## src/rtl/dmem_copy_engine.sv

```systemverilog
// Bus-initiator block engine: copies words from a source region to a destination region,
// or fills a destination region with a constant, sharing the data bus with the CPU via req/gnt.
module dmem_copy_engine #(
    parameter int LEN_W = 8
) (
    input  logic             clock,
    input  logic             clr,
    input  logic             start,
    input  logic             fill,
    input  logic [31:0]      src_addr,
    input  logic [31:0]      dst_addr,
    input  logic [LEN_W-1:0] len,
    input  logic [31:0]      pattern,
    output logic             bus_req,
    input  logic             bus_gnt,
    output logic [31:0]      mem_addr,
    output logic [31:0]      mem_wdata,
    output logic             mem_we,
    input  logic [31:0]      mem_rdata,
    output logic             busy,
    output logic             done
);

    typedef enum logic [1:0] {
        S_IDLE  = 2'd0,
        S_READ  = 2'd1,
        S_WRITE = 2'd2,
        S_DONE  = 2'd3
    } state_t;

    state_t           state_q, state_d;
    logic [31:0]      src_q, src_d;
    logic [31:0]      dst_q, dst_d;
    logic [LEN_W-1:0] cnt_q, cnt_d;
    logic [31:0]      data_q, data_d;
    logic             fill_q, fill_d;

    always_ff @(posedge clock or posedge clr) begin
        if (clr) begin
            state_q <= S_IDLE;
            src_q   <= '0;
            dst_q   <= '0;
            cnt_q   <= '0;
            data_q  <= '0;
            fill_q  <= 1'b0;
        end else begin
            state_q <= state_d;
            src_q   <= src_d;
            dst_q   <= dst_d;
            cnt_q   <= cnt_d;
            data_q  <= data_d;
            fill_q  <= fill_d;
        end
    end

    // Only mem_we looks at bus_gnt combinationally; everything else is decoded from state.
    always_comb begin
        state_d   = state_q;
        src_d     = src_q;
        dst_d     = dst_q;
        cnt_d     = cnt_q;
        data_d    = data_q;
        fill_d    = fill_q;
        bus_req   = 1'b0;
        mem_addr  = '0;
        mem_wdata = '0;
        mem_we    = 1'b0;
        busy      = 1'b0;
        done      = 1'b0;

        case (state_q)
            S_IDLE: begin
                if (start) begin
                    src_d  = {src_addr[31:2], 2'b00};
                    dst_d  = {dst_addr[31:2], 2'b00};
                    cnt_d  = len;
                    fill_d = fill;
                    if (len == '0) begin
                        state_d = S_DONE;
                    end else if (fill) begin
                        data_d  = pattern;
                        state_d = S_WRITE;
                    end else begin
                        state_d = S_READ;
                    end
                end
            end

            S_READ: begin
                busy     = 1'b1;
                bus_req  = 1'b1;
                mem_addr = src_q;
                if (bus_gnt) begin
                    data_d  = mem_rdata;
                    state_d = S_WRITE;
                end
            end

            S_WRITE: begin
                busy      = 1'b1;
                bus_req   = 1'b1;
                mem_addr  = dst_q;
                mem_wdata = data_q;
                mem_we    = bus_gnt;
                if (bus_gnt) begin
                    src_d = src_q + 32'd4;
                    dst_d = dst_q + 32'd4;
                    cnt_d = cnt_q - LEN_W'(1);
                    if (cnt_q == LEN_W'(1)) begin
                        state_d = S_DONE;
                    end else if (fill_q) begin
                        state_d = S_WRITE;
                    end else begin
                        state_d = S_READ;
                    end
                end
            end

            S_DONE: begin
                busy    = 1'b1;
                done    = 1'b1;
                state_d = S_IDLE;
            end

            default: begin
                state_d = S_IDLE;
            end
        endcase
    end

endmodule

```

## config.mk

```make
export PLATFORM = sky130hd
export DESIGN_NAME = dmem_copy_engine
export DESIGN_NICKNAME = d
export VERILOG_FILES = /design/src/rtl/dmem_copy_engine.sv
export SDC_FILE = /design/constraint.sdc
export NUM_CORES = 1
export LEC_CHECK = 0
export CAP_MARGIN = 0
export CELL_PAD_IN_SITES_DETAIL_PLACEMENT = 0
export CELL_PAD_IN_SITES_GLOBAL_PLACEMENT = 2
export CORE_ASPECT_RATIO = 1.2
export CORE_MARGIN = 2
export CORE_UTILIZATION = 29
export DETAILED_ROUTE_END_ITERATION = 12
export GPL_TIMING_DRIVEN = 0
export PLACE_DENSITY_LB_ADDON = 0.1
export SYNTH_ARGS = -nofsm -noshare
export SYNTH_HDL_FRONTEND = slang
export SYNTH_SLANG_ARGS = --single-unit
```

## constraint.sdc

```tcl
create_clock -name clock -period 5.4 [get_ports clock]
set_input_delay 1.08 -clock clock [delete_from_list [all_inputs] [get_ports clock]]
set_output_delay 1.08 -clock clock [all_outputs]
set_load 0.02 [all_outputs]
```

==> summary.txt, run 1 <==
Outcome
  • Status: complete, no violations

Yosys
  • Post-Syn Area: 6680 sq um
  • Post-synth EDFFs: 0
  • Post-synth ARST share: 100%
  • Post-Syn Instances: 801
  • Register bit total from synthesis: 103
  • Mapped Avg Cell Area: 8.34 sq um
  • Netlist cell types: 58
  • Synth warn: 0
  • Fraction of the yosys area taken by sequential cells: 38.6%
  • Synth Flop Type: dfrtp_1

Global routing
  • Global-route wire length before repair: 42500 um
  • Largest net degree at the start of global routing: 54
  • Initial antenna violation count: 0
  • Total GRT Usage: 23.3%
  • Vias in the first global route: 6953
  • GRT overflow: 0

Cells and area
  • Fraction of layout cells with a size suffix above 1: 3.43%
  • Multi-input gate area: 3820 sq um
  • FF+latch area: 2580 sq um
  • Syn-to-layout area delta: 40.5%
  • Nets: 1166
  • Fillcell total: 2343
  • ANT cells: 0
  • Fin area: 9390 sq um

Detailed routing
  • Residual DRC: 0
  • Vias per inst: 5.43
  • DR vias: 7054
  • Top Layer Used: met4
  • Drt pass-1 iters: 5
  • Met2 WL: 13600 um
  • WL met3: 1890 um
  • DRT met1 WL: 12000 um
  • Post-route ant nets: 0
  • Initial DRC count: 395
  • WL final: 28200 um
  • WL per Instance: 21.7 um

Setup path
  • Buf/Inv on CP: 5
  • CP Capture Type: primary output
  • Critical path's top delay family: buffers and inverters
  • CP startpoint kind: flip-flop
  • Crit path DAT: 3.74 ns
  • CP Data Required Time: 4.32 ns
  • CP cell instances: inv_1 -> ha_1 -> clkbuf_1 -> clkbuf_1 -> buf_1 -> nand2_1 -> a21boi_0 -> clkdlybuf4s50_1
  • Slowest stage delay, CP: 0.76 ns
  • Crit-path slowest cell: buf_1
  • Critical path's most frequent cell: clkbuf_1
  • Crit path max fanout: 10
  • Worst Path Class, Setup: flip-flop to primary output

STA
  • Post-layout minimum cycle time: 4.82 ns
  • Slew Viols, Final: 0
  • Max Fclk: 207 MHz
  • RSZ-0062 raised after global routing: no
  • Hold slack: 0.474 ns
  • Worst slew pin tran: 1.31 ns
  • Relative slew slack: 12.1%
  • Post-route setup slack: 0.579 ns
  • Setup violations, final: 0
  • Worst Skew: 0.0112 ns
  • Hold Fails Final Rpt: 0
  • Tcrit/Tclk final: 89.3%

Floorplanning
  • Starting Density: 29.7%
  • Die Span X: 143 um
  • Die area: 24300 sq um
  • Core Region: 22500 sq um
  • Die Ht: 170 um
  • Row cnt: 60
  • Num ports: 209

Clock network
  • Cts repair resizes: 0
  • Clk sinks: 103
  • CTS tree: built
  • CTS Buf Count: 9
  • Clock tree buffer depth: 2
  • Clk Latency, worst-skew pair: 0.36 ns
  • Clk root buf: clkbuf_16
  • Post CTS Setup Buffer Count: 0
  • Reg clk slew, reported paths: 0.08 ns
  • Hold_buf cts: 0
  • CTS H-Tree Depth: 3

Pwr
  • Seq pwr share: 27.4%
  • Clk pwr share: 11.9%
  • Leakage: 3.55 nW
  • Sw Ratio: 49.9%
  • Internal power: 2.95 mW
  • Pwr per Cell Area: 627 nW/um^2
  • Gate power share: 60.7%
  • Net Sw Power: 2.94 mW
  • Power after layout: 5.89 mW
  • Max IR drop VDD: 0.250 mV

Placement
  • # port buffers: 202
  • HPWL Detailed: 21000 um
  • DP Worst Slack: 0.974 ns
  • Placer's final routability congestion estimate: 0.846
  • Placement-stage cell area: 9090 sq um

Hold path
  • HP Class: flip-flop to flip-flop

Job
  • Max_cap viols: 0
==> logic make-up after synthesis <==
family | synth area share (%)
AO/OA/AOI/OAI | 22.9
adder cells (fa/ha/maj) | 1.69
buffers and inverters | 4.27
flip-flops | 38.6
multiplexers | 7.10
other | 0.0561
AND/OR/NAND/NOR | 25.4
==> synthesized netlist by cell type (4+ instances only) <==
| cell | instances | area [sq um] |
|---|---|---|
| clkbuf_1 | 48 | 180 |
| nor3_1 | 18 | 90.1 |
| and4_1 | 9 | 78.8 |
| nand4_1 | 13 | 81.3 |
| o22ai_1 | 34 | 213 |
| and2_1 | 38 | 238 |
| a21oi_1 | 51 | 255 |
| ha_1 | 9 | 113 |
| o22a_1 | 4 | 35.0 |
| nand3_1 | 38 | 190 |
| nor2_1 | 37 | 139 |
| a22oi_1 | 22 | 165 |
| o21ai_0 | 64 | 320 |
| or3_1 | 9 | 56.3 |
| dfrtp_1 | 103 | 2580 |
| and3_1 | 16 | 100 |
| mux2i_1 | 44 | 440 |
| a211oi_1 | 4 | 30.0 |
| nor2b_1 | 21 | 131 |
| nand2_1 | 106 | 398 |
| buf_2 | 5 | 25.0 |
| buf_1 | 7 | 26.3 |
| a2bb2oi_1 | 15 | 131 |
| o211ai_1 | 5 | 37.5 |
| inv_1 | 9 | 33.8 |
| a311oi_1 | 6 | 52.6 |
| a31oi_1 | 4 | 25.0 |
| nor4_1 | 10 | 62.6 |
| a21boi_0 | 9 | 67.6 |
==> final timing paths <==
kind	from	endpoint	slack (ns)	cells past startpoint
setup / recovery	state_q[0]	mem_addr[23]	0.58	8
hold / removal	data_q[3]	data_q[3]	0.47	2
setup reg to reg	state_q[0]	dst_q[22]	2.20	8
hold reg to reg	data_q[3]	data_q[3]	0.47	2
max in group asynchronous	clr	dst_q[21]	3.56	3
min in group asynchronous	clr	data_q[25]	1.15	2
==> routing by layer <==
metal	vias to the layer above	GRT usage [%]
met5	-	0
met4	0	6.37
met3	37	4.84
met2	268	39.7
met1	3357	29.8
li1	3392	-
==> layout make-up <==
type / count / share of cell area (%)
Sequential cell: 103 / 27.5
Tap cell: 279 / 3.72
Clock inverter: 6 / 0.733
Multi-Input combinational cell: 627 / 40.7
Buffer: 63 / 2.68
Clock buffer: 10 / 2.44
Inverter: 9 / 0.413
Timing Repair Buffer: 203 / 21.8
==> layout by cell type, fill, tap and decap left out, types with 5 or more instances in the layout <==
cell type          n
a311oi_1           6
a22oi_1           22
clkbuf_16          9
o21ai_0           64
a21oi_1           51
nor4_1            10
and3_1            16
buf_2              5
and2_1            38
clkbuf_1          49
inv_1              8
nor2_1            37
or3_1              9
o22ai_1           34
nand4_1           13
o211ai_1           5
a2bb2oi_1         15
nand3_1           38
a21boi_0           9
mux2i_1           44
buf_1              7
dfrtp_1          103
nor3_1            18
and4_1             9
ha_1               9
nor2b_1           21
nand2_1          106
clkdlybuf4s50_1  202
==> state kept, by name, summed over array words and instances (netlist names) <==
| name | cells |
|---|---|
| src_q | 30 |
| state_q | 2 |
| cnt_q | 8 |
| fill_q | 1 |
| dst_q | 30 |
| data_q | 32 |
==> through the flow <==
stage               setup TNS, ns  cells  utilization (%)
finish                          0   1300             41.7
global route                    0   1300             41.7
CTS                             0   1300             41.7
detailed placement              0   1284             40.4
global placement           -59.95   1283             40.2
floorplan                       0    802                -
==> power by group through the flow <==
| stage | combinational (mW) | sequential [mW] | clock [mW] |
|---|---|---|---|
| final | 3.57 | 1.62 | 0.698 |
| after global routing | 3.89 | 1.68 | 0.739 |
| after CTS | 3.60 | 1.60 | 0.718 |
| after detailed placement | 3.59 | 1.61 | 0 |
| after global placement | 3.57 | 1.61 | 0 |
| after floorplan | 2.23 | 1.47 | 0 |
==> worst reg2reg max path, stage by stage (launching register included) <==
cell,delay [ns]
dfrtp_1,0.40
inv_1,0.14
ha_1,0.16
clkbuf_1,0.33
o211a_1,0.21
clkbuf_1,0.46
clkbuf_1,0.56
buf_1,0.65
a21oi_1,0.15
(Power assumes the default switching activity.)
==> inputs of run 2 (changes only) <==
--- a/config.mk
+++ b/config.mk
@@ -13,6 +13,7 @@
 export CORE_UTILIZATION = 29
 export DETAILED_ROUTE_END_ITERATION = 12
 export GPL_TIMING_DRIVEN = 0
+export MAX_ROUTING_LAYER = met4
 export PLACE_DENSITY_LB_ADDON = 0.1
 export SYNTH_ARGS = -nofsm -noshare
 export SYNTH_HDL_FRONTEND = slang
==> run 2 against run 1 <==
Combinational power hardly changed. Via count is 0.77% lower. Largest cell class unchanged. Register-to-register slack worse by 0.02 ns. Critical path depth stayed put. Die area stayed put. Wire length hardly changed. Sequential power hardly changed.
==> summary.txt, run 2 (same netlist as run 1, synthesis figures left out) <==
Clock network
  • CTS H-Tree Depth: 3
  • CTS tree: built
  • Clock tree buffer depth: 2
  • Clk sinks: 103
  • Cts repair resizes: 0
  • CTS Buf Count: 9
  • Post CTS Setup Buffer Count: 0
  • Clk root buf: clkbuf_16
  • Reg clk slew, reported paths: 0.08 ns
  • Hold_buf cts: 0
  • Clk Latency, worst-skew pair: 0.36 ns

STA
  • Slew Viols, Final: 0
  • Post-layout minimum cycle time: 4.89 ns
  • Max Fclk: 205 MHz
  • Worst slew pin tran: 1.27 ns
  • Tcrit/Tclk final: 90.5%
  • Hold slack: 0.474 ns
  • Setup violations, final: 0
  • RSZ-0062 raised after global routing: no
  • Relative slew slack: 14.8%
  • Hold Fails Final Rpt: 0
  • Post-route setup slack: 0.513 ns
  • Worst Skew: 0.0126 ns

Setup path
  • CP Capture Type: primary output
  • Crit path max fanout: 10
  • CP Data Required Time: 4.32 ns
  • Worst reg2reg path depth: 8
  • Worst Path Class, Setup: flip-flop to primary output
  • Crit path DAT: 3.81 ns
  • CP startpoint kind: flip-flop

Floorplanning
  • Die Ht: 170 um
  • Starting Density: 29.7%
  • Num ports: 209
  • Die area: 24300 sq um
  • Core Region: 22500 sq um
  • Row cnt: 60
  • Die Span X: 143 um

Pwr
  • Clk pwr share: 11.8%
  • Leakage: 3.55 nW
  • Net Sw Power: 2.94 mW
  • Seq pwr share: 27.5%
  • Power after layout: 5.89 mW
  • Max IR drop VDD: 0.249 mV
  • Pwr per Cell Area: 627 nW/um^2
  • Sw Ratio: 49.9%
  • Gate power share: 60.7%
  • Internal power: 2.95 mW

Placement
  • DP Worst Slack: 0.974 ns
  • Placer's final routability congestion estimate: 0.860
  • Placed cells: 1284
  • HPWL Detailed: 21000 um
  • # port buffers: 202

Global routing
  • GRT overflow: 0
  • Vias in the first global route: 6958
  • Total GRT Usage: 24.0%
  • Global-route wire length before repair: 42500 um
  • Largest net degree at the start of global routing: 54
  • Initial antenna violation count: 0

Cells and area
  • Nets: 1166
  • ANT cells: 0
  • Fillcell total: 2343
  • Final std cells w/o fill: 1300
  • Top reg by flops: data_q
  • Most frequent cells in the layout: clkdlybuf4s50_1 (202), nand2_1 (106), dfrtp_1 (103)
  • Most common cell after layout, fill and taps aside: clkdlybuf4s50_1
  • Post-route core utilization: 41.7%
  • Fraction of layout cells with a size suffix above 1: 3.43%
  • Flip-flop count of the largest register after layout: 32
  • Largest registers: data_q: 32 flops, dst_q: 30 flops, src_q: 30 flops
  • Syn-to-layout area delta: 40.5%

Hold path
  • HP Class: flip-flop to flip-flop
  • Hold path cells: 2

Detailed routing
  • Residual DRC: 0
  • Drt pass-1 iters: 5
  • WL per Instance: 21.7 um
  • Initial DRC count: 433
  • Vias per inst: 5.38
  • DR vias: 7000
  • Post-route ant nets: 0
  • WL final: 28200 um

Job
  • Max_cap viols: 0

Outcome
  • Status: complete, no violations
[run 2: metal layers]
| layer | global-route usage (%) | routed length [um] | up-vias | part of all wire, % |
|---|---|---|---|---|
| met1 | 30.4 | 12200 | 3331 | 43 |
| met2 | 39.7 | 13600 | 251 | 48 |
| met3 | 4.25 | 1740 | 31 | 6.2 |
| met5 | - | 0 | - | 0 |
| met4 | 6.37 | 592 | 0 | 2.1 |
| li1 | - | - | 3387 | - |
[run 2: area by class of cell]
class / instances / area, sq um / area share [%]
multi-input combinational: 627 / 3820 / 40.7
timing repair buffer: 203 / 2050 / 21.8
buffer: 63 / 251 / 2.68
clock buffer: 10 / 229 / 2.44
clock inverter: 6 / 68.8 / 0.733
tap: 279 / 349 / 3.72
sequential: 103 / 2580 / 27.5
inverter: 9 / 38.8 / 0.413
[run 2: per-stage QoR]
| step | TNS (ns) | area (sq um) |
|---|---|---|
| after floorplan | 0 | 6680 |
| after global placement | -59.95 | 9050 |
| after detailed placement | 0 | 9090 |
| after CTS | 0 | 9390 |
| after global routing | 0 | 9390 |
| final | 0 | 9390 |
[run 2: worst max-delay path, cell delays in order (launching register included)]
cell             delay [ns]
dfrtp_1                0.41
inv_1                  0.13
ha_1                   0.16
clkbuf_1               0.34
clkbuf_1               0.47
buf_1                  0.75
nand2_1                0.17
a21boi_0               0.34
clkdlybuf4s50_1        0.67
[run 2: final timing paths]
path / start / endpoint / slack [ns]
worst max register to register: state_q[0] / dst_q[22] / 2.18
worst min register to register: data_q[3] / data_q[3] / 0.47
min in group asynchronous: clr / data_q[25] / 1.14
max in group asynchronous: clr / src_q[19] / 3.58
worst max-delay path: state_q[0] / mem_addr[23] / 0.51
worst min-delay path: data_q[3] / data_q[3] / 0.47
[run 2: power by group through the flow]
| stage | sequential [mW] | clock (mW) | combinational [mW] |
|---|---|---|---|
| floorplan | 1.47 | 0 | 2.23 |
| global placement | 1.61 | 0 | 3.57 |
| detailed placement | 1.61 | 0 | 3.59 |
| CTS | 1.60 | 0.718 | 3.60 |
| global route | 1.68 | 0.741 | 3.89 |
| finish | 1.62 | 0.696 | 3.57 |
